**src/rtl/bp_run_if.sv**
```systemverilog
// Debug-path bundle between the CPU/board side and the run/halt controller.
interface bp_run_if #(
  parameter int unsigned CNT_W = 8
) ();

  localparam int unsigned ADDR_W  = 16;
  localparam int unsigned CAUSE_W = 2;

  logic [ADDR_W-1:0]  cpu_addr;
  logic               instr_start;
  logic [ADDR_W-1:0]  bp_addr;
  logic               bp_enable;
  logic               btn_halt;
  logic               btn_step;
  logic               btn_cont;
  logic               cpu_run;
  logic               halted;
  logic [CAUSE_W-1:0] break_cause;
  logic [CNT_W-1:0]   hit_count;

  modport master (
    output cpu_addr, instr_start, bp_addr, bp_enable,
    output btn_halt, btn_step, btn_cont,
    input  cpu_run, halted, break_cause, hit_count
  );

  modport slave (
    input  cpu_addr, instr_start, bp_addr, bp_enable,
    input  btn_halt, btn_step, btn_cont,
    output cpu_run, halted, break_cause, hit_count
  );

endinterface

```
**src/rtl/bp_run_ctrl.sv**
```systemverilog
// Run/halt controller: breakpoint compare at instruction boundaries, CPU clock-enable,
// button-driven continue/step/halt sequencing, halt cause and saturating hit counter.
module bp_run_ctrl #(
  parameter bit          START_HALTED = 1'b0,
  parameter int unsigned CNT_W        = 8
) (
  input  logic     clock,
  input  logic     reset,
  bp_run_if.slave  bus
);

  localparam int unsigned CAUSE_W = 2;
  localparam int unsigned BTN_W   = 3;

  localparam logic [CAUSE_W-1:0] CAUSE_NONE   = 2'b00;
  localparam logic [CAUSE_W-1:0] CAUSE_BP     = 2'b01;
  localparam logic [CAUSE_W-1:0] CAUSE_MANUAL = 2'b10;
  localparam logic [CAUSE_W-1:0] CAUSE_STEP   = 2'b11;

  typedef enum logic [1:0] {
    S_RUN,
    S_HALT_REQ,
    S_STEP,
    S_HALTED
  } state_e;

  state_e             state_q, state_d;
  logic               skip_q, skip_d;
  logic [CAUSE_W-1:0] cause_q, cause_d;
  logic [CNT_W-1:0]   hits_q, hits_d;
  logic [BTN_W-1:0]   btn_prev_q;

  logic [BTN_W-1:0]   btn_lvl;
  logic [BTN_W-1:0]   btn_press;
  logic               press_halt, press_step, press_cont;
  logic               cand;
  logic               boundary;
  logic               match;
  logic               cpu_run_c;

  // Rising-edge press detection; prev bits come out of reset high so a held button is ignored.
  assign btn_lvl    = {bus.btn_halt, bus.btn_step, bus.btn_cont};
  assign btn_press  = btn_lvl & ~btn_prev_q;
  assign press_halt = btn_press[2];
  assign press_step = btn_press[1];
  assign press_cont = btn_press[0];

  // cand is an instruction boundary the CPU would take if allowed to run; skip masks the parked one.
  assign cand     = bus.instr_start & (state_q != S_HALTED);
  assign boundary = cand & ~skip_q;
  assign match    = boundary & bus.bp_enable & (bus.cpu_addr == bus.bp_addr);

  always_comb begin
    state_d   = state_q;
    skip_d    = skip_q;
    cause_d   = cause_q;
    hits_d    = hits_q;
    cpu_run_c = 1'b0;

    // While skip is set no boundary can halt, so cand here is an accepted fetch.
    if (skip_q && cand) begin
      skip_d = 1'b0;
    end

    unique case (state_q)
      S_RUN: begin
        cpu_run_c = ~match;
        if (press_halt) begin
          state_d = S_HALT_REQ;
        end
      end
      S_HALT_REQ: begin
        cpu_run_c = ~boundary;
        if (boundary) begin
          state_d = S_HALTED;
          cause_d = CAUSE_MANUAL;
        end
      end
      S_STEP: begin
        cpu_run_c = ~boundary;
        if (boundary) begin
          state_d = S_HALTED;
          cause_d = CAUSE_STEP;
        end
      end
      S_HALTED: begin
        cpu_run_c = 1'b0;
        if (press_step) begin
          state_d = S_STEP;
          skip_d  = (cause_q != CAUSE_NONE);
        end else if (press_cont) begin
          state_d = S_RUN;
          skip_d  = (cause_q != CAUSE_NONE);
        end
      end
      default: begin
        state_d = S_RUN;
      end
    endcase

    // A breakpoint hit overrides whatever the active state decided.
    if (match) begin
      state_d = S_HALTED;
      cause_d = CAUSE_BP;
      if (hits_q != {CNT_W{1'b1}}) begin
        hits_d = hits_q + CNT_W'(1);
      end
    end
  end

  always_ff @(posedge clock) begin
    if (reset) begin
      state_q    <= START_HALTED ? S_HALTED : S_RUN;
      skip_q     <= 1'b0;
      cause_q    <= CAUSE_NONE;
      hits_q     <= '0;
      btn_prev_q <= '1;
    end else begin
      state_q    <= state_d;
      skip_q     <= skip_d;
      cause_q    <= cause_d;
      hits_q     <= hits_d;
      btn_prev_q <= btn_lvl;
    end
  end

  assign bus.cpu_run     = cpu_run_c;
  assign bus.halted      = (state_q == S_HALTED);
  assign bus.break_cause = cause_q;
  assign bus.hit_count   = hits_q;

endmodule

```
**src/flat_wrapper.sv**
```systemverilog
// flat-port wrapper written by rule: the top's interface ports become plain ports
module bp_run_ctrl_flat 
#(
  parameter bit          START_HALTED = 1'b0,
  parameter int unsigned CNT_W        = 8
)
  (clock, reset, bus_cpu_addr, bus_instr_start, bus_bp_addr, bus_bp_enable, bus_btn_halt, bus_btn_step, bus_btn_cont, bus_cpu_run, bus_halted, bus_break_cause, bus_hit_count);
  bp_run_if #(.CNT_W(CNT_W)) bus_i ();
  input  logic clock;
  input  logic reset;
  input wire logic [$bits(bus_i.cpu_addr)-1:0] bus_cpu_addr;
  input wire logic [$bits(bus_i.instr_start)-1:0] bus_instr_start;
  input wire logic [$bits(bus_i.bp_addr)-1:0] bus_bp_addr;
  input wire logic [$bits(bus_i.bp_enable)-1:0] bus_bp_enable;
  input wire logic [$bits(bus_i.btn_halt)-1:0] bus_btn_halt;
  input wire logic [$bits(bus_i.btn_step)-1:0] bus_btn_step;
  input wire logic [$bits(bus_i.btn_cont)-1:0] bus_btn_cont;
  output wire logic [$bits(bus_i.cpu_run)-1:0] bus_cpu_run;
  output wire logic [$bits(bus_i.halted)-1:0] bus_halted;
  output wire logic [$bits(bus_i.break_cause)-1:0] bus_break_cause;
  output wire logic [$bits(bus_i.hit_count)-1:0] bus_hit_count;
  assign bus_i.cpu_addr = bus_cpu_addr;
  assign bus_i.instr_start = bus_instr_start;
  assign bus_i.bp_addr = bus_bp_addr;
  assign bus_i.bp_enable = bus_bp_enable;
  assign bus_i.btn_halt = bus_btn_halt;
  assign bus_i.btn_step = bus_btn_step;
  assign bus_i.btn_cont = bus_btn_cont;
  assign bus_cpu_run = bus_i.cpu_run;
  assign bus_halted = bus_i.halted;
  assign bus_break_cause = bus_i.break_cause;
  assign bus_hit_count = bus_i.hit_count;
  bp_run_ctrl #(.START_HALTED(START_HALTED), .CNT_W(CNT_W)) u_core (.clock(clock), .reset(reset), .bus(bus_i));
endmodule
```
**config.mk**
```make
export PLATFORM = sky130hd
export DESIGN_NAME = bp_run_ctrl_flat
export DESIGN_NICKNAME = d
export VERILOG_FILES = /design/src/rtl/bp_run_if.sv /design/src/rtl/bp_run_ctrl.sv /design/src/flat_wrapper.sv
export SDC_FILE = /design/constraint.sdc
export NUM_CORES = 1
export LEC_CHECK = 0
export ABC_AREA = 1
export CAP_MARGIN = 20
export CORE_ASPECT_RATIO = 1.1
export CORE_MARGIN = 5
export CORE_UTILIZATION = 46
export DETAILED_ROUTE_END_ITERATION = 12
export PLACE_DENSITY = 0.8
export SLEW_MARGIN = 10
export SYNTH_ARGS = -nofsm -noshare
export SYNTH_HDL_FRONTEND = slang
export SYNTH_SLANG_ARGS = --single-unit
```
**constraint.sdc**
```tcl
create_clock -name clock -period 1.6 [get_ports clock]
set_input_delay 0.24 -clock clock [delete_from_list [all_inputs] [get_ports clock]]
set_output_delay 0.24 -clock clock [all_outputs]
set_load 0.02 [all_outputs]
```
# Yosys cells after proc, flatten, opt, wreduce, memory -nomap -nowiden
# Index checks and enable logic that the tools add are counted.
# W data, S select, Z words.
[classes]
add_sub_neg = 1
eq_ne = 13
n_mux = 14
bitwise_logic = 9
reduce_logical = 11
[ops]
columns = ["operator", "n"]
rows = [
  ["$eq A16 B16 Y1", 1],
  ["$mux W2", 6],
  ["$ne A3 B1 Y1 const B", 4],
  ["$reduce_and A3 Y1", 3],
  ["$add A8 B1 Y8 const B", 1],
  ["$ne A8 B8 Y1 const B", 1],
  ["$pmux W2 S3", 1],
  ["$mux W1", 5],
  ["$and A1 B1 Y1", 4],
  ["$eq A2 B2 Y1 const B", 2],
  ["$ne A2 B1 Y1 const B", 2],
  ["$ne A4 B1 Y1 const B", 1],
  ["$pmux W2 S2", 1],
  ["$reduce_bool A2 Y1", 2],
  ["$reduce_or A2 Y1", 2],
  ["$and A3 B3 Y3", 1],
  ["$not A1 Y1", 3],
  ["$not A3 Y3", 1],
  ["$pmux W1 S3", 1],
  ["$reduce_bool A3 Y1", 1],
  ["$eq A2 B1 Y1 const B", 1],
  ["$logic_not A2 Y1", 1],
  ["$ne A2 B2 Y1 const B", 1],
  ["$reduce_and A2 Y1", 1],
  ["$logic_and A1 B1 Y1", 1],
]
[word_totals]
reg_bits = 16
in_bits = 39
output_inout_bits = 12
word_cells = 54

# Logic depth before layout (Yosys ltp)
[depth]
depth_word = 7
depth_mapped = 12
ltp_nobuf = 12

# Least setup slack after synthesis
# No wires, ideal clock.
[synth_timing]
path_kind = "reg2out"
startpoint = "register u_core.state_q[0]"
endpoint = "output bus_cpu_run"
arrival_ns = 1.537
required_time_ns = 1.360
slack_ns = -0.177
path_stages_with_launch = 10
n_path_buf = 0
cell_sequence = "dfxtp_1 > ha_1 > inv_1 > nand3b_2 > nor2_1 > nand2_1 > nor2_1 > nand3_1 > nand2_1 > o21ai_0"
[synth_between]
elab_cells_between_ends = 13
classes_between = "eq/ne (4); mux (1); bitwise (6); reduce/logical (2)"
[synth_lines]
columns = ["item", "line", "source"]
rows = [
  ["from (decl)", "bp_run_ctrl.sv:27", "state_e state_q, state_d;"],
  ["from (signal assigned)", "bp_run_ctrl.sv:113", "state_q <= START_HALTED ? S_HALTED : S_RUN;"],
  ["from (signal assigned)", "bp_run_ctrl.sv:119", "state_q <= state_d;"],
  ["$eq A2 B2 Y1", "n/a", ""],
  ["via bus_halted", "flat_wrapper.sv:19", "output wire logic [$bits(bus_i.halted)-1:0] bus_halted;"],
  ["$pmux W1 S3", "bp_run_ctrl.sv:65", "unique case (state_q)"],
  ["to (decl)", "flat_wrapper.sv:18", "output wire logic [$bits(bus_i.cpu_run)-1:0] bus_cpu_run;"],
]
# The timed path passes the listed nets, and every way through them passes these cells.

# Worst setup path after layout
[layout_timing]
startpoint = "input bus_cpu_addr[14]"
endpoint = "output bus_cpu_run"
[layout_between]
elab_chain_cells = 4
[layout_lines]
columns = ["item", "line", "source"]
rows = [
  ["from (decl)", "flat_wrapper.sv:11", "input wire logic [$bits(bus_i.cpu_addr)-1:0] bus_cpu_addr;"],
  ["$eq A16 B16 Y1", "bp_run_ctrl.sv:51", "assign match = boundary & bus.bp_enable & (bus.cpu_addr == bus.bp_addr);"],
  ["$and A1 B1 Y1", "bp_run_ctrl.sv:51", ""],
  ["$not A1 Y1", "bp_run_ctrl.sv:67", "cpu_run_c = ~match;"],
  ["$pmux W1 S3", "bp_run_ctrl.sv:65", ""],
]
# Every way passes these cells.

==> qor.yml <==
drt-total-wl_um: 5317
grt_max_degree: 11
drt_iter0_markers: 233
final_antenna_net_count: 0
antenna_cells: 0
wl_per_cell_um: 13.29
nNetsFinal: 412
reg2reg_from: "u_core.state_q[1]$_SDFFE_PP0P_"
critical_path.most_common_cell: "nand2_1"
r2r_setup_slack_ns: -0.11
drc: 0
hold_class: "reg -> reg"
critPathKind: "in -> out"
dp_hpwl_um: 3543
die_area_um2: 4591
synth-seq-cells: 16
coreArea_um2: 3276
drive_above_1_share_pct: 29.12
post-route-min-period_ns: 1.885
grt_pass1_vias: 1835
crit_start: "bus_cpu_addr[14]"
seq_area_frac_synth_pct: 20.88
path_delay_family: "buffers and inverters"
critPathCaptureType: "output pin"
crit_chain: "clkdlybuf4s50_1, inv_1, nand2_1, nand2_1, nor2_1, nand2_1, nor2_2, nand3_2, nand2_1, o21ai_2, buf_6"
synth_cell_type_count: 28
cts_num_sinks: 16
placed_cell_area_um2: 2427
antenna_found_initial: 0
ctsRootBufferMaster: "clkbuf_4"
row_count: 22
syn-num-nets: 306
htreeDepth: 1
reg2reg_depth: 14
violations: "setup timing"
gr-total-overflow: 0
slew_violations: 0
setup-violations-final: 3
hold_viol: 0
routabilityCongestion: 0.8787
skew_ns: 0.006263
crit_buf_inv: 3
yosysWarnings: 0
power_w: 0.001798
synth.avg_cell_area_um2: 5.900
vias: 2074
cts_tree: "built"
postLayoutCellArea_um2: 2681
cp.required_ns: 1.36
cp_data_arrival_time_ns: 1.65
crit_fanout: 3
worst_r2r_endpoint: "u_core.state_q[1]$_SDFFE_PP0P_"
synth_cells: 260
grtUsageTotal_pct: 19.86
peakVddDrop_mv: 0.4923
min-delay-start: "u_core.bus.break_cause[0]$_SDFFE_PP0P_"
die_h_um: 70.57
max_freq_mhz: 530.4
synth_area_um2: 1534
clk-insertion-delay-late_ns: 0.30
fp.dieW_um: 65.06
io_pins: 51
p_leak_nw: 1.560
fin_ws_ns: -0.2854
cp_slowest_cell: "clkdlybuf4s50_1"
endpoint: "bus_cpu_run"
tns_ns: -0.5263
cap_violations: 0
viasPerCell: 5.185
timing.final.crit_share_pct: 117.8
clk_pin_slew_ns: 0.09
cp_slowest_stage_delay_ns: 0.51
syn_to_final_growth_pct: 74.80
rsz0062_at_grt: "yes"
numCtsBuffers: 3
place_ws_ns: -0.6859
cts_buffer_depth: 2
status: "complete, but fails checks"
relSlewSlack_pct: 80.31
worstMarginPinSlew_ns: 0.2949
grt_pass1_wl_um: 7431
power.density_nw_per_um2: 670.6
drt_first_pass_iters: 6
nFillCells: 203
cp-start-kind: "primary input"
cp_num_cells: 11
port_buffers: 50
start_util_pct: 46.83
worst register-to-register path, cell delays in order, from the launching register on:
cell and delay, ns:
dfxtp_2 0.35, ha_4 0.17, inv_4 0.07, nand3b_4 0.09
nor2_1 0.10, nand2_1 0.07, nor2_2 0.11, nand3_2 0.10
buf_4 0.15, buf_6 0.11, buf_6 0.11, nand2_2 0.05
inv_2 0.03, nor2_1 0.09, nor2_1 0.04
area by class of cell:
type,instances,area [um2],area share [%]
clock buffer,3,22.52,0.8399
inverter,46,175.2,6.533
sequential,16,324.1,12.09
timing repair buffer,101,942.2,35.14
multi-input combinational,198,1172,43.72
tap,36,45.04,1.680
power by group:
| group | total, W | internal, W | switching (W) |
|---|---|---|---|
| Combinational | 0.00109 | 0.000554 | 0.000538 |
| Clock | 0.000222 | 0.0000878 | 0.000135 |
| Sequential | 0.000483 | 0.000445 | 0.0000378 |
flip-flops by register name, summed over array words and instances (netlist names):
| register | cells |
|---|---|
| u_core.bus.break_cause | 2 |
| u_core.skip_q | 1 |
| u_core.btn_prev_q | 3 |
| u_core.state_q | 2 |
| u_core.bus.hit_count | 8 |
stage by stage:
stage | util [%] | hold WS, ns | cells
after floorplan | - | 0.3317 | 260
after global placement | 74.10 | 0.4575 | 390
after CTS | 77.65 | 0.4676 | 397
after detailed placement | 74.10 | 0.4539 | 390
final | 81.86 | 0.4818 | 400
after global routing | 81.86 | 0.4993 | 400
synthesized netlist by cell type (all sizes together):
master / count / share of area (%)
a311oi: 1 / 0.57
and2: 1 / 0.41
dfxtp: 16 / 21
nor2: 36 / 11
dlygate4sd1: 1 / 0.57
inv: 46 / 11
o211ai: 2 / 0.98
ha: 7 / 5.7
xor2: 4 / 2.3
nor2b: 1 / 0.41
o21bai: 1 / 0.49
nand2: 89 / 23
nor3: 2 / 0.65
a21oi: 12 / 3.9
nand4: 10 / 4.5
o21ai: 14 / 4.8
nand3b: 1 / 0.73
nand3: 5 / 2.4
or2: 1 / 0.41
xnor2: 10 / 5.7
cell usage in the layout, fill, tap and decap left out, types with 4 or more instances in the layout:
cell / n
xnor2_2: 7
o21ai_1: 4
nor2_2: 8
nand2_2: 13
a21oi_1: 11
dfxtp_1: 13
buf_4: 47
dlymetal6s2s_1: 19
nand2_1: 75
buf_6: 4
ha_1: 5
o21ai_0: 8
nand4_1: 9
xor2_1: 4
inv_2: 5
inv_1: 40
dlygate4sd2_1: 11
nor2_1: 27
clkdlybuf4s50_1: 19
cell families (layout without fill, tap and decap cells):
kind of cell / after synthesis / in the layout / synth area share [%]
xor+xnor: 14 / 14 / 7.993
flops: 16 / 16 / 20.88
simple gates: 146 / 147 / 42.82
fa+ha+maj: 7 / 7 / 5.709
compound gates: 30 / 30 / 10.77
buf+inv: 47 / 150 / 11.83
metal layers:
metal | track usage [%] | vias up | wire length [um]
met5 | 0 | - | 0
met4 | 6.682 | 0 | 186
met3 | 3.333 | 24 | 380
met2 | 37.95 | 101 | 2723
met1 | 21.75 | 929 | 2027
li1 | - | 1020 | -
worst min path at each step:
stage / depth (start not counted) / to / slack [ns]
2_1_floorplan: 2 / u_core.btn_prev_q[1]$_SDFF_PP1_ / 0.33
3_3_place_gp: 2 / u_core.bus.break_cause[0]$_SDFFE_PP0P_ / 0.46
3_5_place_dp: 2 / u_core.bus.break_cause[0]$_SDFFE_PP0P_ / 0.45
4_1_cts: 2 / u_core.bus.break_cause[0]$_SDFFE_PP0P_ / 0.47
5_1_grt: 2 / u_core.bus.break_cause[0]$_SDFFE_PP0P_ / 0.50
6_report: 2 / u_core.bus.break_cause[0]$_SDFFE_PP0P_ / 0.48
what timing repair did:
| action | in CTS | in global routing |
|---|---|---|
| cloned | 1 | 0 |
| resized for setup | 36 | 39 |
| hold buffers | 0 | 0 |
| hold endpoints to repair | 0 | 0 |
| buffers inserted | 3 | 4 |
| pin swaps | 11 | 20 |
| setup endpoints to repair | 15 | 14 |
(Power assumes the default switching activity.)
==> RTL change 1: new RTL, config.mk and constraints unchanged <==
Encoding of `state_e`: now one-hot (4 bits for 4 states).
--- a/src/rtl/bp_run_ctrl.sv
+++ b/src/rtl/bp_run_ctrl.sv
@@ -19,7 +19,7 @@
 
-  typedef enum logic [1:0] {
-    S_RUN,
-    S_HALT_REQ,
-    S_STEP,
-    S_HALTED
+  typedef enum logic [3:0] {
+    S_RUN      = 4'b0001,
+    S_HALT_REQ = 4'b0010,
+    S_STEP     = 4'b0100,
+    S_HALTED   = 4'b1000
   } state_e;
Function: no difference found for any inputs over 10 cycles, from zero or initial values and one cycle with reset high; not proved beyond that.
==> RTL change 1 against the unedited design <==
The flow still finishes with violations (setup timing); worst setup slack improved by 260 ps; via count increased by 3.9%; sequential cell count increased by 2; total power decreased by 12%; area after synthesis increased by 1.4%; maximum frequency increased by 16%; wire length about the same; combinational power decreased by 29%; highest routed layer unchanged; count of clock-buffer cells in the layout increased by 1; global-route usage increased by 2.7 points; cell area increased by 1.0%.
==> RTL change 1: results (changes against the unedited design) <==
| Metric | Value |
|---|---|
| R2r worst-path depth | `11 (-3)` |
| Reg2reg end | `u_core.bus.hit_count[0]` |
| Routed WL | `5320 µm (about the same)` |
| Met2 Use GR | `41.4% (+3.4 points)` |
| 1st-pass router iterations | `5 (-1)` |
| CP peak stage delay | `250 ps (-260 ps)` |
| Data arrival time of the worst path | `1390 ps (-260 ps)` |
| Multi-input combinational cell area | `1130 µm² (-3.7%)` |
| Compound-Gate Fraction of Synth Area | `3.86% (-6.9 points)` |
| Final-stage net count | `438 (+6.3%)` |
| Worst Slack Setup Final | `-25.8 ps (+260 ps)` |
| Worst Setup SP | `bus_cpu_addr[7]` |
| Final Skew | `0.697 ps (-5.57 ps)` |
| Clock Pin Slew Worst Setup and Hold Paths | `110 ps (+20 ps)` |
| Hold Startpoint | `bus_btn_cont` |
| Hold depth | `3 (+1)` |
| Number of signal-net buffers in the layout | `115 (+14%)` |
| Min-Delay Endpoint | `u_core.btn_prev_q[0]` |
| Outcome | `finished, violations left` |
| GRT Util Overall | `22.5% (+2.7 points)` |
| Vias in the first global route | `2158 (+18%)` |
| Register Area | `364 µm² (+12%)` |
| Pleak | `1.57 nW (+0.89%)` |
| Final Wtd Congestion | `0.841 (-4.3%)` |
| Final non-clock buffer share | `34.0% (-1.1 points)` |
| Clock sinks | `18 (+2)` |
| Seq/Total Area, Yosys | `23.2% (+2.3 points)` |
| Met1 Use GR | `25.2% (+3.5 points)` |
| ClkCell Share | `1.34% (+0.50 points)` |
| Sum Neg Setup Slack | `-25.8 ps (+500 ps)` |
| # fillers | `227 (+12%)` |
| Met3 wire length | `315 µm (-17%)` |
| Final setup fails | `1 (-2)` |
| Placed Instances | `406 (+4.1%)` |
| Yosys cell types | `25 (-11%)` |
| Non-Clock Inverter Count | `57 (+24%)` |
| Reg-to-Reg Start | `u_core.state_q[2]` |
| Ys async rst share | `0% (unchanged)` |
| Area contributors post-synth | `nand2_1, dfxtp_1, inv_1` |
| R2R setup slack | `140 ps (+250 ps)` |
| Wl on met1 | `2090 µm (+3.2%)` |
| Vias per std cell | `4.98 (-4.0%)` |
| Global-route wire length before repair | `8610 µm (+16%)` |
| Share of layout cells above drive strength 1 | `34.5% (+5.4 points)` |
| CP max stage cell | `dlygate4sd2_1` |
| Adder-cell share of the synthesized area | `0.805% (-4.9 points)` |
| CP max FO | `2 (-1)` |
| CP delay by family, top | `simple AND/OR/NAND/NOR gates` |
| Post-Synth XOR/XNOR Area | `5.07% (-2.9 points)` |
| Initial antenna violation count | `0 (unchanged)` |
| Mapped Nets | `319 (+4.2%)` |
| Multi-Input Combinational | `203 (+2.5%)` |
| Post-Syn Instances | `279 (+7.3%)` |
| Max IR drop VDD | `0.000656 V (+33%)` |
| Drt wl/cell | `12.3 µm (-7.5%)` |
| TritonCTS Buffers | `3 (unchanged)` |
| Failing checks | `setup timing` |
| Metal2 WL | `2790 µm (+2.4%)` |
| Hpwl dp | `3630 µm (+2.4%)` |
| HP Class | `input pin to flip-flop` |
-- RTL change 1: cell types whose count changed after synthesis, moves of 6 or more --
cell     before  now
ha_1          7    1
inv_1        43   55
nand2_1      83  100
nand3_1       4   14
nor2_1       31   39
o21ai_0      12    0
-- RTL change 1: metrics by stage --
step                hold WS, ps  setup WS [ps]  util [%]  cell area [µm²]
finish                      471          -25.8      82.0             2710
global route                485          -96.8      82.0             2710
CTS                         471          -7.15      79.4             2620
detailed placement          468           -717      73.4             2420
global placement            473           -706      73.4             2420
floorplan                   332            128         -             1560
-- RTL change 1: report_power, final --
part | switching (W) | internal (W) | total (W)
Clock | 0.000148 | 0.000139 | 0.000287
Sequential | 0.0000283 | 0.000485 | 0.000514
Combinational | 0.000378 | 0.000398 | 0.000776
-- RTL change 1: what timing repair did --
action / in CTS / in global routing
gates resized for setup: 70 / 55
endpoints found under the setup margin: 8 / 13
setup buffers: 20 / 3
hold buffers: 0 / 0
pin swaps: 21 / 24
==> RTL change 2: new RTL, same flow settings <==
Made on the original files. Reset style: asynchronous (`reset`), changed in one clocked block.
--- a/src/rtl/bp_run_ctrl.sv
+++ b/src/rtl/bp_run_ctrl.sv
@@ -110,3 +110,3 @@
 
-  always_ff @(posedge clock) begin
+  always_ff @(posedge clock or posedge reset) begin
     if (reset) begin
Function: differs if reset is asserted again (counterexample within 4 cycles, from zero or initial values and one cycle with reset high); with reset held inactive, the same outputs for 10 cycles.
==> RTL change 2 against the unedited design <==
The flow still finishes with violations (setup timing); cell area is 0.51% lower; sequential cell count is the same; first-iteration DRC count decreased by 32%; global-route usage is 0.051 points higher; wire length decreased by 5.9%; worst setup slack worse by 54 ps; area after synthesis fell by 2.3%; utilization grew 4.2 points; cell count shrank 4.8%; non-clock buffer count decreased by 4; sequential share of layout area is 3.1 points higher; total power up 25%; critical endpoint unchanged.
==> RTL change 2: results (changes against the unedited design) <==
| Metric | Value |
|---|---|
| Outcome | `finished, violations left` |
| Failing checks | `setup timing` |
| Final Skew | `5.00 ps (-1.26 ps)` |
| Area contributors post-synth | `nand2_1, dfrtp_1, inv_1` |
| Vias in the first global route | `1746 (-4.9%)` |
| Metal2 WL | `2620 µm (-3.6%)` |
| Hpwl dp | `3470 µm (-1.9%)` |
| CP max stage cell | `dfrtp_1` |
| Drt initial violations | `158 (-32%)` |
| R2r worst-path depth | `13 (-1)` |
| Met1 Use GR | `24.2% (+2.5 points)` |
| Vias per std cell | `5.16 (-0.43%)` |
| Hold_ws | `202 ps (-280 ps)` |
| Drt wl/cell | `13.1 µm (-1.2%)` |
| GR met3 Demand/Resource | `4.49% (+1.2 points)` |
| Ys async rst share | `100% (+100 points)` |
| Multi-Input Combinational | `185 (-6.6%)` |
| Met3 wire length | `270 µm (-29%)` |
| 1st-pass router iterations | `4 (-2)` |
| Sum Neg Setup Slack | `-770 ps (-244 ps)` |
| Seq/Total Area, Yosys | `27.0% (+6.1 points)` |
| Clock buffer count | `4 (+1)` |
| Share of layout cells above drive strength 1 | `30.3% (+1.1 points)` |
| Top cells by count, synth | `nand2_1, inv_1, nor2_1` |
| CP max FO | `2 (-1)` |
| Mapped Nets | `293 (-4.2%)` |
| Non-Clock Inverter Count | `45 (-2.2%)` |
| Syn Area/Cell | `6.07 µm² (+2.9%)` |
| Post-DP Area | `2400 µm² (-1.0%)` |
| Compound-Gate Fraction of Synth Area | `2.75% (-8.0 points)` |
| HP Class | `input pin to async pin` |
| Multi-input combinational cell area | `1090 µm² (-7.4%)` |
| Register Area | `404 µm² (+25%)` |
| ClkCell Share | `1.36% (+0.52 points)` |
| Placed Instances | `375 (-3.8%)` |
| Wl on met1 | `1970 µm (-2.7%)` |
| Global-route wire length before repair | `7360 µm (-1.0%)` |
| Max IR drop VDD | `0.00101 V (+100%)` |
| Adder-cell share of the synthesized area | `5.84% (+0.13 points)` |
| Post-Synth XOR/XNOR Area | `5.26% (-2.7 points)` |
| Final non-clock buffer share | `34.8% (-0.38 points)` |
| Die area | `4500 µm² (-2.0%)` |
| Yosys cell types | `24 (-14%)` |
| GRT Util Overall | `19.9% (+0.051 points)` |
| Internal power | `0.00131 W (+20%)` |
| Worst Slack Setup Final | `-340 ps (-54.4 ps)` |
| Routed WL | `5000 µm (-5.9%)` |
| CP peak stage delay | `420 ps (-90 ps)` |
| R2R setup slack | `-140 ps (-30 ps)` |
| Largest net degree at the start of global routing | `10 (-1)` |
| Number of signal-net buffers in the layout | `97 (-4.0%)` |
| Final Wtd Congestion | `0.889 (+1.2%)` |
| Final setup fails | `5 (+2)` |
| Reg2reg end | `u_core.bus.break_cause[1]` |
RTL change 2: cell count changes in the layout (fill, tap and decap cells not counted), moves of 9 or more:
| cell | unedited run | this run |
|---|---|---|
| dfrtp_1 | 0 | 13 |
| nor2_1 | 27 | 17 |
| nand2_2 | 13 | 27 |
| a21oi_1 | 11 | 0 |
| nand3_1 | 2 | 11 |
| dfxtp_1 | 13 | 0 |
RTL change 2: what timing repair did:
| item | 4_1_cts | 5_1_grt |
|---|---|---|
| setup buffers | 2 | 2 |
| gates resized for setup | 20 | 72 |
| hold endpoints to repair | 0 | 0 |
| pin swaps | 3 | 25 |
| endpoints found under the setup margin | 15 | 15 |
RTL change 2: worst max-delay path by stage:
stage / to / from / slack, ps / depth (start not counted)
floorplan: bus_cpu_run / u_core.state_q[1] / 2 / 9
global placement: bus_cpu_run / bus_bp_addr[10] / -630 / 11
detailed placement: bus_cpu_run / bus_bp_addr[12] / -640 / 11
CTS: bus_cpu_run / u_core.state_q[0] / -310 / 10
global route: bus_cpu_run / bus_cpu_addr[14] / -470 / 11
finish: bus_cpu_run / u_core.state_q[1] / -340 / 10
RTL change 2: kinds of logic (layout without fill, tap and decap cells):
kind of cell	after synthesis	count (layout)
AO/OA/AOI/OAI	7	7
XOR/XNOR	9	9
adder cells (fa/ha/maj)	7	7
buffers and inverters	46	146
flip-flops	16	16
AND/OR/NAND/NOR	162	162
RTL change 2: power by group through the flow:
| stage | Sequential, W | Clock, W | Combinational [W] |
|---|---|---|---|
| global placement | 0.000516 | 0 | 0.00122 |
| finish | 0.000510 | 0.000276 | 0.00147 |
| CTS | 0.000510 | 0.000276 | 0.00130 |
| floorplan | 0.000550 | 0 | 0.000645 |
| detailed placement | 0.000518 | 0 | 0.00126 |
| global route | 0.000518 | 0.000306 | 0.00161 |
